## config.mk

```make
export PLATFORM = sky130hd
export DESIGN_NAME = ps2_kbd_rx_fifo
export DESIGN_NICKNAME = d
export VERILOG_FILES = /design/src/rtl/ps2_kbd_rx_fifo.sv
export SDC_FILE = /design/constraint.sdc
export NUM_CORES = 1
export LEC_CHECK = 0
export ABC_AREA = 1
export CELL_PAD_IN_SITES_DETAIL_PLACEMENT = 1
export CELL_PAD_IN_SITES_GLOBAL_PLACEMENT = 2
export CORE_ASPECT_RATIO = 0.7
export CORE_MARGIN = 1
export CORE_UTILIZATION = 36
export DETAILED_ROUTE_END_ITERATION = 8
export PLACE_DENSITY = 0.78
export SLEW_MARGIN = 10
export SYNTH_ARGS = -nofsm -noshare
export SYNTH_HDL_FRONTEND = slang
export SYNTH_SLANG_ARGS = --single-unit
```

## constraint.sdc

```tcl
create_clock -name clk -period 2.28 [get_ports clk]
set_input_delay 0.456 -clock clk [delete_from_list [all_inputs] [get_ports clk]]
set_output_delay 0.456 -clock clk [all_outputs]
set_load 0.02 [all_outputs]
```

## src/rtl/ps2_kbd_rx_fifo.sv

```systemverilog
// PS/2 keyboard receiver: synchronise and filter the PS/2 pins, decode 11-bit frames,
// fold E0/F0 prefixes into flags and queue key events in a first-word-fall-through FIFO.
module ps2_kbd_rx_fifo #(
    parameter int FILT_LEN    = 8,
    parameter int TIMEOUT_CYC = 100000,
    parameter int FIFO_DEPTH  = 4
) (
    input  logic                                  clk,
    input  logic                                  ar,
    input  logic                                  ps2_clk,
    input  logic                                  ps2_dat,
    output logic [7:0]                            ev_code,
    output logic                                  ev_ext,
    output logic                                  ev_brk,
    output logic                                  ev_valid,
    input  logic                                  ev_ready,
    output logic [$clog2(FIFO_DEPTH+1)-1:0]       fifo_count,
    output logic                                  err_parity,
    output logic                                  err_frame,
    output logic                                  overflow
);

    localparam int CW = $clog2(FIFO_DEPTH + 1);
    localparam int PW = $clog2(FIFO_DEPTH);
    localparam int TW = $clog2(TIMEOUT_CYC);

    typedef enum logic [1:0] {
        IDLE   = 2'd0,
        DATA   = 2'd1,
        PARITY = 2'd2,
        STOP   = 2'd3
    } state_t;

    // Odd parity over data byte plus parity bit.
    function automatic logic odd_parity_ok(input logic [7:0] data, input logic par);
        return ^{data, par};
    endfunction

    logic                clk_meta_r;
    logic                clk_sync_r;
    logic                dat_meta_r;
    logic                dat_sync_r;
    logic [FILT_LEN-1:0] filt_sr_r;
    logic                filt_clk_r;
    logic                filt_nxt_s;
    logic                strobe_r;

    state_t              state_r;
    logic [2:0]          bit_cnt_r;
    logic [7:0]          shift_r;
    logic                par_r;
    logic [TW-1:0]       tcnt_r;
    logic                ext_pend_r;
    logic                brk_pend_r;
    logic                err_parity_r;
    logic                err_frame_r;

    logic                frame_good_s;
    logic                is_e0_s;
    logic                is_f0_s;
    logic                push_s;
    logic                timeout_s;

    logic [9:0]          mem_r [FIFO_DEPTH];
    logic [PW-1:0]       rd_ptr_r;
    logic [PW-1:0]       wr_ptr_r;
    logic [CW-1:0]       count_r;
    logic                valid_r;
    logic [9:0]          head_r;
    logic                overflow_r;

    logic                pop_s;
    logic                full_s;
    logic                wr_en_s;
    logic                ovf_s;
    logic [PW-1:0]       rd_nxt_s;
    logic [CW-1:0]       count_nxt_s;
    logic [9:0]          push_data_s;
    logic [9:0]          head_nxt_s;

    // Two-flop synchronisers; the idle PS/2 line level is high.
    always_ff @(posedge clk or negedge ar) begin
        if (!ar) begin
            clk_meta_r <= 1'b1;
            clk_sync_r <= 1'b1;
            dat_meta_r <= 1'b1;
            dat_sync_r <= 1'b1;
        end else begin
            clk_meta_r <= ps2_clk;
            clk_sync_r <= clk_meta_r;
            dat_meta_r <= ps2_dat;
            dat_sync_r <= dat_meta_r;
        end
    end

    // Filtered clock only changes once the whole window agrees.
    always_comb begin
        filt_nxt_s = filt_clk_r;
        if (&filt_sr_r) begin
            filt_nxt_s = 1'b1;
        end else if (~|filt_sr_r) begin
            filt_nxt_s = 1'b0;
        end else begin
            filt_nxt_s = filt_clk_r;
        end
    end

    // Glitch filter shift register and falling-edge sample strobe.
    always_ff @(posedge clk or negedge ar) begin
        if (!ar) begin
            filt_sr_r  <= {FILT_LEN{1'b1}};
            filt_clk_r <= 1'b1;
            strobe_r   <= 1'b0;
        end else begin
            filt_sr_r  <= {filt_sr_r[FILT_LEN-2:0], clk_sync_r};
            filt_clk_r <= filt_nxt_s;
            strobe_r   <= filt_clk_r & ~filt_nxt_s;
        end
    end

    // Frame evaluation on the STOP strobe; a strobe beats a coincident timeout.
    always_comb begin
        frame_good_s = dat_sync_r & odd_parity_ok(shift_r, par_r);
        is_e0_s      = (shift_r == 8'hE0);
        is_f0_s      = (shift_r == 8'hF0);
        push_s       = strobe_r && (state_r == STOP) && frame_good_s && !is_e0_s && !is_f0_s;
        timeout_s    = (state_r != IDLE) && !strobe_r && (tcnt_r == TW'(TIMEOUT_CYC - 1));
    end

    // Frame FSM, timeout counter, prefix flags and error pulses.
    always_ff @(posedge clk or negedge ar) begin
        if (!ar) begin
            state_r      <= IDLE;
            bit_cnt_r    <= 3'd0;
            shift_r      <= 8'h00;
            par_r        <= 1'b0;
            tcnt_r       <= '0;
            ext_pend_r   <= 1'b0;
            brk_pend_r   <= 1'b0;
            err_parity_r <= 1'b0;
            err_frame_r  <= 1'b0;
        end else begin
            err_parity_r <= 1'b0;
            err_frame_r  <= 1'b0;
            if (strobe_r || (state_r == IDLE) || timeout_s) begin
                tcnt_r <= '0;
            end else begin
                tcnt_r <= tcnt_r + TW'(1);
            end
            if (strobe_r) begin
                case (state_r)
                    IDLE: begin
                        if (!dat_sync_r) begin
                            state_r   <= DATA;
                            bit_cnt_r <= 3'd0;
                        end
                    end
                    DATA: begin
                        shift_r   <= {dat_sync_r, shift_r[7:1]};
                        bit_cnt_r <= bit_cnt_r + 3'd1;
                        if (bit_cnt_r == 3'd7) begin
                            state_r <= PARITY;
                        end
                    end
                    PARITY: begin
                        par_r   <= dat_sync_r;
                        state_r <= STOP;
                    end
                    STOP: begin
                        state_r <= IDLE;
                        if (!frame_good_s) begin
                            err_parity_r <= 1'b1;
                            ext_pend_r   <= 1'b0;
                            brk_pend_r   <= 1'b0;
                        end else if (is_e0_s) begin
                            ext_pend_r <= 1'b1;
                        end else if (is_f0_s) begin
                            brk_pend_r <= 1'b1;
                        end else begin
                            ext_pend_r <= 1'b0;
                            brk_pend_r <= 1'b0;
                        end
                    end
                    default: begin
                        state_r <= IDLE;
                    end
                endcase
            end else if (timeout_s) begin
                state_r     <= IDLE;
                shift_r     <= 8'h00;
                err_frame_r <= 1'b1;
                ext_pend_r  <= 1'b0;
                brk_pend_r  <= 1'b0;
            end
        end
    end

    // FIFO control; the head register is preloaded with whatever sits at the next read slot.
    always_comb begin
        pop_s       = valid_r & ev_ready;
        full_s      = (count_r == CW'(FIFO_DEPTH));
        wr_en_s     = push_s && (!full_s || pop_s);
        ovf_s       = push_s && full_s && !pop_s;
        push_data_s = {ext_pend_r, brk_pend_r, shift_r};
        rd_nxt_s    = pop_s ? (rd_ptr_r + PW'(1)) : rd_ptr_r;
        case ({wr_en_s, pop_s})
            2'b10:   count_nxt_s = count_r + CW'(1);
            2'b01:   count_nxt_s = count_r - CW'(1);
            default: count_nxt_s = count_r;
        endcase
        if (count_nxt_s == '0) begin
            head_nxt_s = 10'd0;
        end else if (wr_en_s && (rd_nxt_s == wr_ptr_r)) begin
            head_nxt_s = push_data_s;
        end else begin
            head_nxt_s = mem_r[rd_nxt_s];
        end
    end

    // Event storage.
    always_ff @(posedge clk) begin
        if (wr_en_s) begin
            mem_r[wr_ptr_r] <= push_data_s;
        end
    end

    // FIFO pointers, occupancy and registered head outputs.
    always_ff @(posedge clk or negedge ar) begin
        if (!ar) begin
            rd_ptr_r   <= '0;
            wr_ptr_r   <= '0;
            count_r    <= '0;
            valid_r    <= 1'b0;
            head_r     <= 10'd0;
            overflow_r <= 1'b0;
        end else begin
            if (wr_en_s) begin
                wr_ptr_r <= wr_ptr_r + PW'(1);
            end
            rd_ptr_r   <= rd_nxt_s;
            count_r    <= count_nxt_s;
            valid_r    <= (count_nxt_s != '0);
            head_r     <= head_nxt_s;
            overflow_r <= ovf_s;
        end
    end

    assign ev_code    = head_r[7:0];
    assign ev_brk     = head_r[8];
    assign ev_ext     = head_r[9];
    assign ev_valid   = valid_r;
    assign fifo_count = count_r;
    assign err_parity = err_parity_r;
    assign err_frame  = err_frame_r;
    assign overflow   = overflow_r;

endmodule

```

==> results.tsv, run 1 <==
metric	value	unit
max_stage_delay	0.54	ns
vias	3397	
ir_drop	0.396	mV
crit_arrival	2.64	ns
cts_tree	built	
instances_no_fill	691	
gp_congestion	0.747	
drt_iter0_drc	100	
wl	11300	microns
die_x	139	microns
slew_violations	0	
rr_endpoint	head_r[7]	
port_buffers	21	
critical-path-top-delay-family	simple AND/OR/NAND/NOR gates	
fin_util	0.470	
firstDrtPassIters	6	
critPathSlowestCell	fa_2	
max_freq	421	MHz
seqCellArea	2920	sq um
rows	34	
avgViaCountPerCell	4.92	
maxCapViolCount	0	
period_share	1.04	
crit_buf_inv	4	
ys_top_cells_by_area	dfrtp_1 (29%), edfxtp_1 (25%), dfstp_2 (7.2%)	
grt_antenna_before_repair	0	
num_io_pins	22	
drtAntennaViolNets	0	
rrSetupSlack	-0.1	ns
setup-tns-final	-0.699	ns
syn_avg_cell_area	10.4	sq um
wl_per_cell	16.3	microns
holdCritPathClass	in -> async	
syn_nets	473	
reg2regPathDepth	17	
rsz0062_at_grt	true	
dpl.cell_count	668	
overflow	0	
crit_type	reg -> reg	
syn2layout_area_growth	24.9	%
critical_path.most_common_cell	nand2_1	
p_leak	0.00264	uW
final_common_cell	nand2_1	
relSlewSlack	0.622	
cts_root_buffer	clkbuf_16	
cts_buffers	9	
worstMarginPinSlew	0.565	ns
ys_seq_area_frac	0.614	
total_power	5820	uW
powerDensity	980	nW/um^2
grt_max_degree	34	
synth_top_area_share	0.290	
outcome	finished with violations	
layout_common_cells	nand2_1 (82), inv_1 (57), dfrtp_1 (53)	
htree_levels	3	
yosys.area.top_type	dfrtp_1	
ys_ff_latch	108	
post-route-drc-count	0	
cp_cell_sequence	inv_1, nand2_1, nand2_1, inv_1, nand3_2, nand2_1, nand2_1, nand2_2, nand3_2, nand2_2, inv_2, fa_2, nand3_2, nand2_2, nor2_4, buf_12, a21oi_4	
layout-drive-gt1-share	0.244	
initial_core_util	0.376	
end_kind	register	
setup_violations	11	
clkTransAtPathRegs	0.07	ns
multi_input_area	1640	sq um
grt_pass1_vias	3687	
synthCells	456	
yosysUniqueCellTypes	42	
dieArea	13700	sq um
ys_warn_count	0	
cts_max_path_buffers	2	
num_antenna_cells	0	
worst_setup_path_start_kind	register	
crit_fanout	11	
r2r_start	shift_r[2]	
fill_cells	1380	
clock_latency	0.35	ns
required	2.55	ns
die_y	98.1	microns
fp.coreArea	12600	sq um
grt.total_usage	0.180	
cts_sinks	108	
hpwl	8010	microns
failed_checks	setup timing	
fin_nets	541	
fin_crit	2.38	ns
grt_pass1_wl	19100	microns
setup_slack	-0.0975	ns
synth_area	4750	sq um
hold_viol	0	
cp_num_cells	17	
fin_skew	0.00725	ns
-- how the worst max path moves through the flow --
stage	startpoint	to
floorplan	shift_r[7]	head_r[4]
global placement	ev_ready	head_r[9]
detailed placement	ev_ready	head_r[7]
CTS	shift_r[5]	head_r[7]
global route	shift_r[6]	head_r[7]
finish	shift_r[2]	head_r[7]
-- stage by stage --
stage               setup WS, ns  instance area (sq um)  hold slack (ns)
floorplan                0.00855                   4760            0.160
global placement          -0.106                   5470            0.347
detailed placement        -0.217                   5470            0.348
CTS                      -0.0872                   5850           0.0617
global route              -0.237                   5940           0.0766
finish                   -0.0975                   5940           0.0457
-- report_power, final --
group | internal (uW) | switching, uW | total [uW]
combinational | 899 | 1110 | 2010
sequential | 2150 | 95.4 | 2240
clock | 854 | 710 | 1560
-- cell usage after synthesis --
cell,instances
a21oi_1,31
nand3_2,2
nand3_1,16
inv_2,2
clkbuf_1,6
xnor2_2,1
nor2_1,37
dfstp_2,13
nor4_1,4
ha_1,11
o21bai_1,1
o21ai_1,1
xor2_1,3
a211oi_1,2
a31oi_1,1
buf_8,1
nor2_4,1
fa_1,1
or2_1,1
a21oi_2,9
xnor2_1,1
buf_4,1
buf_2,4
nand2_2,7
nand2_1,87
edfxtp_1,40
inv_1,60
nand4_1,5
and3_1,1
mux2_2,1
nor3_2,1
nor3_1,10
or2_2,1
dfrtp_1,55
nand4_4,1
a221oi_1,1
nor3b_1,6
o21a_1,1
a32o_1,10
o21ai_0,9
o22ai_1,8
o211ai_1,2
-- flip-flops by register name, summed over array words and instances, names as in the netlist, 2 cells and up --
register	count
head_r	10
fifo_count	3
rd_ptr_r	2
filt_sr_r	8
bit_cnt_r	3
wr_ptr_r	2
mem_r	40
state_r	2
tcnt_r	17
shift_r	8
-- per-layer routing --
metal | global-route usage | vias up | share of wire
met5 | 0 | - | 0
li1 | - | 1666 | -
met3 | 0.0353 | 6 | 0.018
met4 | 0.0385 | 0 | 0.0060
met2 | 0.295 | 21 | 0.48
met1 | 0.248 | 1704 | 0.50
-- cells by family after synthesis --
group / Yosys count / synth area share
and+or+nand+nor: 180 / 0.173
muxes: 1 / 0.00237
xor gates and xnor gates: 5 / 0.0108
AOI/OAI and AO/OA: 76 / 0.104
buffers and inverters: 74 / 0.0626
DFF: 108 / 0.614
adders and majority gates: 12 / 0.0332
-- layout make-up --
class | instances | area share
multi-input combinational | 274 | 0.277
sequential | 108 | 0.492
tap | 162 | 0.0341
clock buffer | 10 | 0.0386
timing repair buffer | 69 | 0.109
inverter | 62 | 0.0392
clock inverter | 6 | 0.0103
-- worst reg2reg max path, delay by kind of cell, from the launching register on --
| kind | cells | cell delay [ns] |
|---|---|---|
| buf+inv | 4 | 0.36 |
| compound gates | 1 | 0.14 |
| fa+ha+maj | 1 | 0.54 |
| simple gates | 11 | 0.92 |
| flops | 1 | 0.37 |
-- timing repair --
item                                    4_1_cts  5_1_grt
hold buffers                                  0        0
cloned                                        1        0
gates resized for setup                      14       19
hold endpoints to repair                      0        0
endpoints found under the setup margin       12       56
pin swaps                                     4        6
buffers inserted                              3        3
(Power assumes the default switching activity.)
==> run 2, diff against run 1 <==
- CORE_ASPECT_RATIO: 0.7 -> 1.25
- SETUP_SLACK_MARGIN: not set -> 0.15
==> run 2 against run 1 <==
Net effect: the run still ends with setup timing left; die area about the same; worst setup slack better by 0.058 ns; combinational power down 5%; critical endpoint is now head_r[5]; largest power group unchanged.
==> results.tsv, run 2 (synthesized netlist as in run 1, its figures left out) <==
metric	value	unit
outcome	finished with violations	
failed_checks	setup timing	
rows	46	
gp_congestion	0.823	
critPathSlowestCell	dfrtp_2	
max_stage_delay	0.46	ns
grt.total_usage	0.172	
setup_slack	-0.0391	ns
clock_latency	0.34	ns
critPathLaunch	shift_r[4]	
rsz0062_at_grt	true	
fin_nets	547	
cts_buffers	9	
fill_cells	1410	
cts_root_buffer	clkbuf_16	
num_antenna_cells	0	
cp_cell_sequence	xnor2_2, nand2_1, nand3_2, nand2_1, nand2_1, nand2_2, nand3_4, nand2_2, inv_2, fa_2, nand3_2, nand2_2, nor2_4, buf_12, a21oi_2	
overflow	0	
grt_max_degree	36	
hpwl	7490	microns
dieArea	13700	sq um
maxCapViolCount	0	
htree_levels	3	
fp.coreArea	12800	sq um
regMostFlops	mem_r	
die_x	105	microns
hold_viol	0	
crit_type	reg -> reg	
num_io_pins	22	
final_common_cell	nand2_1	
port_buffers	21	
layout-drive-gt1-share	0.269	
worstMarginPinSlew	0.570	ns
fin_crit	2.32	ns
drt_iter0_drc	143	
avgViaCountPerCell	4.86	
largest_register_ffs	40	
layout_common_cells	nand2_1 (80), inv_1 (56), dfrtp_1 (53)	
worst_setup_path_start_kind	register	
drtAntennaViolNets	0	
fin_util	0.475	
slew_violations	0	
fin_skew	0.00614	ns
initial_core_util	0.372	
relSlewSlack	0.619	
required	2.51	ns
crit_arrival	2.55	ns
syn2layout_area_growth	27.6	%
clkTransAtPathRegs	0.07	ns
firstDrtPassIters	4	
crit_fanout	9	
die_y	130	microns
cts_hold_buf	0	
end_kind	register	
holdCritPathClass	in -> async	
whs	0.0526	ns
grt_pass1_vias	3679	
grt_antenna_before_repair	0	
grt_pass1_wl	18200	microns
wl	10900	microns
max_freq	431	MHz
period_share	1.02	
wl_per_cell	15.6	microns
ir_drop	0.377	mV
r2r_start	shift_r[4]	
cts_tree	built	
setup_violations	9	
p_leak	0.00267	uW
vias	3419	
cts_sinks	108	
post-route-drc-count	0	
cts_max_path_buffers	2	
top_regs	mem_r: 40 flops, tcnt_r: 17 flops, head_r: 10 flops	
setup-tns-final	-0.329	ns
powerDensity	923	nW/um^2
==> run 2: layout make-up <==
class,count,area (sq um),share of cell area
tap,168,210,0.0347
sequential,108,2920,0.482
multi-input combinational,274,1700,0.281
clock buffer,12,246,0.0406
timing repair buffer,75,723,0.119
inverter,62,233,0.0384
clock inverter,4,26.3,0.00433
==> run 2: stage by stage <==
step	std cells	worst slack (ns)	power (uW)	area, sq um
6_report	703	-0.0391	5600	6060
5_1_grt	703	-0.224	5900	6060
4_1_cts	695	-0.0819	5580	5910
3_5_place_dp	670	-0.128	4080	5470
3_3_place_gp	670	-0.0782	4020	5470
2_1_floorplan	456	0.0485	3420	4770
==> run 2: worst paths after layout <==
kind                       cells past startpoint  slack (ns)            to
min reg2reg                                    0        0.36    dat_sync_r
max in group asynchronous                      2        1.55    dat_sync_r
min                                            1        0.05  bit_cnt_r[0]
max reg2reg                                   15       -0.04     head_r[5]
min in group clk                               0        0.36    dat_sync_r
max                                           15       -0.04     head_r[5]
==> run 2: layer usage <==
| layer | routed length [microns] | track usage | up-vias |
|---|---|---|---|
| met3 | 188 | 0.0273 | 11 |
| met1 | 4870 | 0.207 | 1698 |
| met2 | 5760 | 0.318 | 26 |
| li1 | - | - | 1684 |
| met5 | 0 | 0 | - |
| met4 | 123 | 0.0522 | 0 |
==> run 2: report_power, final <==
part / leakage, uW / internal, uW / switching [uW]
clock network: 0.000133 / 771 / 687
registers: 0.00131 / 2150 / 84.8
logic: 0.00123 / 871 / 1040
==> run 2: timing repair <==
action,CTS,global route
setup buffers,6,8
setup endpoints to repair,44,67
pin swaps,11,12
gates resized for setup,29,28
hold endpoints to repair,0,0
gates cloned,3,0
==> run 2: worst max-delay path, delay by kind of cell (launching register included) <==
family	cells	cell delay [ns]
AOI/OAI and AO/OA	1	0.05
xor gates and xnor gates	1	0.23
adders and majority gates	1	0.43
buffers and inverters	2	0.22
DFF	1	0.46
and+or+nand+nor	10	0.81
